[src/rtl/music_score_player.sv]
`default_nettype none
// ============================================================================
// Module   : music_score_player
// Purpose  : Steps a 12-bit score ROM one entry per beat and plays a buzzer tone.
// Revision : 1.0
// ============================================================================
module music_score_player #(
    parameter int CLK_FREQ    = 100_000_000,
    parameter int BEAT_CYCLES = 25_000_000,
    parameter int ROM_WIDTH   = 12,
    parameter int ROM_DEPTH   = 128,
    parameter int ADDR_WIDTH  = 7
) (
    input  logic                  clk,
    input  logic                  rst_n,
    input  logic                  start,
    input  logic                  stop,
    input  logic                  loop_en,
    output logic [ADDR_WIDTH-1:0] rom_addr,
    input  logic [ROM_WIDTH-1:0]  rom_data,
    output logic                  buzzer,
    output logic                  playing,
    output logic                  done,
    output logic [3:0]            note_idx,
    output logic [1:0]            octave
);
    localparam int C_TONE_W = $clog2(CLK_FREQ / (2 * 262) + 1);
    localparam int C_BEAT_W = $clog2(BEAT_CYCLES);
    localparam logic [C_BEAT_W-1:0]   C_BEAT_LAST = C_BEAT_W'(BEAT_CYCLES - 1);
    localparam logic [ADDR_WIDTH-1:0] C_ADDR_LAST = ADDR_WIDTH'(ROM_DEPTH - 1);

    typedef enum logic [1:0] {
        S_IDLE = 2'd0,
        S_PLAY = 2'd1,
        S_DONE = 2'd2
    } state_t;

    state_t                r_state;
    logic [C_BEAT_W-1:0]   r_beat_cnt;
    logic [C_TONE_W-1:0]   r_tone_cnt;
    logic [C_TONE_W-1:0]   r_half_prev;
    logic [C_TONE_W-1:0]   w_half;
    logic [C_TONE_W-1:0]   w_half_tab [32];
    logic [4:0]            w_tab_idx;
    logic                  w_rest;
    logic                  w_finish;

    // Table index = (octave-1)*7 + (note-1); entries 21..31 are unused zeros.
    function automatic int half_period(input int idx);
        int f;
        case (idx % 7)
            0:       f = 262;
            1:       f = 294;
            2:       f = 330;
            3:       f = 349;
            4:       f = 392;
            5:       f = 440;
            default: f = 494;
        endcase
        f = f << (idx / 7);
        return (idx < 21) ? CLK_FREQ / (2 * f) : 0;
    endfunction

    // Returns {octave, note}; first field holding 1..7 wins, high first.
    function automatic logic [5:0] decode(input logic [11:0] e);
        logic [5:0] r;
        r = '0;
        if (e[11:8] inside {[4'd1:4'd7]})
            r = {2'd3, e[11:8]};
        else if (e[7:4] inside {[4'd1:4'd7]})
            r = {2'd2, e[7:4]};
        else if (e[3:0] inside {[4'd1:4'd7]})
            r = {2'd1, e[3:0]};
        return r;
    endfunction

    generate
        for (genvar g = 0; g < 32; g++) begin : g_half
            assign w_half_tab[g] = C_TONE_W'(half_period(g));
        end
    endgenerate

    assign w_rest    = (note_idx == 4'd0);
    assign w_tab_idx = 5'(({3'd0, octave} - 5'd1) * 5'd7 + {1'b0, note_idx} - 5'd1);
    assign w_half    = w_rest ? '0 : w_half_tab[w_tab_idx];
    assign w_finish  = (r_state == S_PLAY) && (r_beat_cnt == C_BEAT_LAST) &&
                       (rom_addr == C_ADDR_LAST) && !loop_en;

    always_ff @(posedge clk or negedge rst_n) begin
        if (!rst_n) begin
            r_state    <= S_IDLE;
            r_beat_cnt <= '0;
            rom_addr   <= '0;
            playing    <= 1'b0;
            done       <= 1'b0;
            note_idx   <= 4'd0;
            octave     <= 2'd0;
        end else begin
            done <= 1'b0;
            if (stop) begin
                r_state    <= S_IDLE;
                r_beat_cnt <= '0;
                rom_addr   <= '0;
                playing    <= 1'b0;
                note_idx   <= 4'd0;
                octave     <= 2'd0;
            end else begin
                case (r_state)
                    S_IDLE: begin
                        rom_addr   <= '0;
                        playing    <= 1'b0;
                        note_idx   <= 4'd0;
                        octave     <= 2'd0;
                        r_beat_cnt <= '0;
                        if (start) begin
                            r_state <= S_PLAY;
                            playing <= 1'b1;
                        end
                    end
                    S_PLAY: begin
                        if (r_beat_cnt == '0)
                            {octave, note_idx} <= decode(rom_data[11:0]);
                        if (r_beat_cnt == C_BEAT_LAST) begin
                            r_beat_cnt <= '0;
                            if (rom_addr != C_ADDR_LAST) begin
                                rom_addr <= rom_addr + 1'b1;
                            end else if (loop_en) begin
                                rom_addr <= '0;
                            end else begin
                                r_state  <= S_DONE;
                                rom_addr <= '0;
                                note_idx <= 4'd0;
                                octave   <= 2'd0;
                            end
                        end else begin
                            r_beat_cnt <= r_beat_cnt + 1'b1;
                        end
                    end
                    S_DONE: begin
                        done     <= 1'b1;
                        playing  <= 1'b0;
                        rom_addr <= '0;
                        r_state  <= S_IDLE;
                    end
                    default: r_state <= S_IDLE;
                endcase
            end
        end
    end

    // Phase restarts only when the pitch changes, so repeated notes stay continuous.
    always_ff @(posedge clk or negedge rst_n) begin
        if (!rst_n) begin
            r_tone_cnt  <= '0;
            r_half_prev <= '0;
            buzzer      <= 1'b0;
        end else if (stop || w_finish || (r_state != S_PLAY) || w_rest) begin
            r_tone_cnt  <= '0;
            r_half_prev <= '0;
            buzzer      <= 1'b0;
        end else if (w_half != r_half_prev) begin
            r_tone_cnt  <= '0;
            r_half_prev <= w_half;
            buzzer      <= 1'b0;
        end else if (r_tone_cnt == w_half - C_TONE_W'(1)) begin
            r_tone_cnt <= '0;
            buzzer     <= ~buzzer;
        end else begin
            r_tone_cnt <= r_tone_cnt + C_TONE_W'(1);
        end
    end

endmodule
`default_nettype wire

[config.mk]
export PLATFORM = sky130hd
export DESIGN_NAME = music_score_player
export DESIGN_NICKNAME = d
export VERILOG_FILES = /design/src/rtl/music_score_player.sv
export SDC_FILE = /design/constraint.sdc
export NUM_CORES = 1
export LEC_CHECK = 0
export ABC_CLOCK_PERIOD_IN_PS = 5000
export CORE_MARGIN = 2
export CORE_UTILIZATION = 30
export DETAILED_ROUTE_END_ITERATION = 16
export PLACE_DENSITY_LB_ADDON = 0.2
export SLEW_MARGIN = 20
export SYNTH_ARGS = -nofsm -noshare
export SYNTH_HDL_FRONTEND = slang
export SYNTH_SLANG_ARGS = --single-unit
export TNS_END_PERCENT = 5
[constraint.sdc]
create_clock -name clk -period 5 [get_ports clk]
set_clock_uncertainty 0.15 [all_clocks]
set_input_delay 1 -clock clk [delete_from_list [all_inputs] [get_ports clk]]
set_output_delay 1 -clock clk [all_outputs]
set_load 0.05 [all_outputs]
==> flow_metrics.env <==
export IMPL_power_leakage_nw=2.971
export IMPL_violations="negative setup slack"
export IMPL_start_kind="register"
export IMPL_antenna_found_initial=0
export IMPL_end_kind="register"
export IMPL_die_x_um=140.8
export IMPL_critical_path_class="reg -> reg"
export IMPL_synth_edff_count=0
export IMPL_vias=5135
export IMPL_hp_start="r_state[0]"
export IMPL_layout_min_cycle_time_ps=5042
export IMPL_clock_sinks=79
export IMPL_cp_max_fo=7
export IMPL_setup_ws_ps=-41.55
export IMPL_gp_congestion=0.8507
export IMPL_cts_root_buffer="clkbuf_16"
export IMPL_fin_nets=788
export IMPL_synth_seq_area_share_pct=35.20
export IMPL_synth_top_area_share_pct=35.20
export IMPL_synth_area_leaders="dfrtp_1, nor2_1, xnor2_1"
export IMPL_design_die_area_sq_um=19830
export IMPL_port_buffers=32
export IMPL_final_cells=988
export IMPL_grt_max_degree=46
export IMPL_area_growth_pct=27.49
export IMPL_fin_setup_tns_ps=-41.55
export IMPL_ctsHtreeMaxLevel=3
export IMPL_dr_pass1_iters=7
export IMPL_slew_headroom_pct=41.92
export IMPL_final_area_sq_um=7161
export IMPL_clkTransAtPathRegs_ps=60
export IMPL_grt_pass1_wl_um=26680
export IMPL_place_area_sq_um=6784
export IMPL_arrival_ps=5170
export IMPL_r2r_start="note_idx[1]"
export IMPL_synthArstFlopShare_pct=100.0
export IMPL_dp_slack_ps=-77.22
export IMPL_cts_tree="done"
export IMPL_maxCapViolCount=0
export IMPL_filler_cell_count=1903
export IMPL_initial_utilization_pct=30.33
export IMPL_p_seq_share_pct=23.6
export IMPL_outcome="finished with violations"
export IMPL_viasPerCell=5.197
export IMPL_core_sq_um=18520
export IMPL_synth_most_common_cell="nor2_1"
export IMPL_clk_latency_ps=350
export IMPL_power_frac_comb_pct=51.2
export IMPL_ys_warnings_count=0
export IMPL_grt_pass1_vias=5149
export IMPL_slew_violations=0
export IMPL_synthFlopType="dfrtp_1"
export IMPL_ir_drop_v=0.0001672
export IMPL_syn_inst=661
export IMPL_syn_area_per_cell_sq_um=8.497
export IMPL_dpl_hpwl_um=12050
export IMPL_ys_ff_latch=79
export IMPL_p_int_w=0.001692
export IMPL_drtAntennaViolNets=0
export IMPL_row_count=50
export IMPL_grt_use_total_pct=16.79
export IMPL_drt_iter0_drc=283
export IMPL_ys_types=72
export IMPL_switching_share_pct=38.94
export IMPL_setup_violations=1
export IMPL_worst_pin_slew_ps=869.3
export IMPL_wl_per_cell_um=16.13
export IMPL_crit_path_start="note_idx[1]"
export IMPL_synth_nets=700
export IMPL_drc=0
export IMPL_cts_hold_buffers_added=0
export IMPL_grt_setup_unrepaired="true"
export IMPL_finalHoldViolCount=0
export IMPL_cts_max_path_buffers=2
export IMPL_clock_fmax_mhz=198.4
export IMPL_power_density_nw_per_um2=387.1
export IMPL_die_h_um=140.8
export IMPL_net_switching_power_w=0.001079
export IMPL_synth_area_sq_um=5617
export IMPL_dp_cells=968
export IMPL_synthTopCellsByCount="nor2_1, dfrtp_1, nand2_1, o21ai_0, xnor2_1"
export IMPL_pin_count=33
export IMPL_r2r_cells=15
export IMPL_routed_wl_um=15930
export IMPL_synth_top_area_cell="dfrtp_1"
export IMPL_hp_class="reg -> reg"
export IMPL_hold_depth=1
export IMPL_required_ps=5120
export IMPL_power_frac_clock_pct=25.3
export IMPL_grt_remaining_overflow=0
export IMPL_antenna_cells=0
export IMPL_numCtsBuffers=9
export IMPL_drive_above_1_share_pct=17.64
export IMPL_post_route_period_util_pct=100.8
-- kinds of logic after synthesis --
family	count (synthesis)	share of synthesized area (%)
AND/OR/NAND/NOR	293	25.55
flip-flops	79	35.20
AO/OA/AOI/OAI	139	17.44
buffers and inverters	50	3.987
adder cells (fa/ha/maj)	22	5.168
multiplexers	7	1.314
XOR/XNOR	71	11.34
-- flip-flops by register name (all words and copies together), names as in the netlist --
register and count:
rom_addr 7, done 1, note_idx 4, buzzer 1, r_half_prev 18, octave 2, playing 1, r_tone_cnt 18
r_state 2, r_beat_cnt 25
-- critical path, cell delays in order (launching register included) --
cell and delay, ps:
dfrtp_2 420, fa_1 560, inv_1 60, fa_2 660
inv_8 70, ha_4 330, and2_4 180, nor4_1 50
a311o_1 320, a22oi_2 190, and4_1 260, a22oi_1 90
or4_1 540, a2111o_1 420, or4_1 530, a21boi_1 140
-- placed cells by master, fill, tap and decap left out, drive strengths merged, types with 10 or more instances in the layout --
cell and instances:
clkbuf 10, dfrtp 79, nand3 31, nor3 19
clkdlybuf4s50 31, o21ai 43, xnor2 36, and2 10
nand2b 10, nand2 66, nor2 82, a21oi 22
and3 18, nand4 14, xor2 35, inv 26
nor4 14, buf 73, ha 20
-- final cells by class --
class	count	area, sq um	area share (%)
Tap cell	234	292.8	4.089
Clock buffer	10	239.0	3.337
Sequential cell	79	1981	27.66
Inverter	23	93.84	1.311
Multi-Input combinational cell	532	3583	50.04
Timing Repair Buffer	104	895.9	12.51
Clock inverter	6	75.07	1.048
-- path summary, 6_finish.rpt --
path                                   end  slack, ps
min                                   done        360
min in group asynchronous  r_half_prev[13]        520
max in group asynchronous  r_half_prev[17]       3260
min reg2reg                           done        360
max                                 buzzer        -40
max reg2reg                         buzzer        -40
-- power groups by stage --
stage	registers, W	clock network (W)	logic, W
after global placement	0.000666	0	0.00138
final	0.000654	0.000700	0.00142
after global routing	0.000655	0.000749	0.00154
after detailed placement	0.000666	0	0.00136
after CTS	0.000654	0.000722	0.00139
after floorplan	0.000678	0	0.000890
-- per-layer routing --
metal  GRT usage (%)  up-vias  share of wire, %
met5               0        -                 0
met4           6.632        0               2.2
met3           2.649       25               2.9
met2           27.68       96                47
met1           22.17     2476                48
li1                -     2538                 -
-- metrics by stage --
step                total power, W  hold WS, ps  utilization [%]
floorplan                 0.001568        321.5                -
detailed placement        0.002025        363.3            36.64
global route              0.002946        398.6            38.67
finish                    0.002772        358.7            38.67
CTS                       0.002768        366.2            38.48
global placement          0.002046        352.1            36.64
-- timing repair --
item / CTS / global route
setup buffers: 3 / 1
gates resized for setup: 1 / 5
pin swaps: 3 / 5
endpoints found under the setup margin: 4 / 19
(Power assumes the default switching activity.)
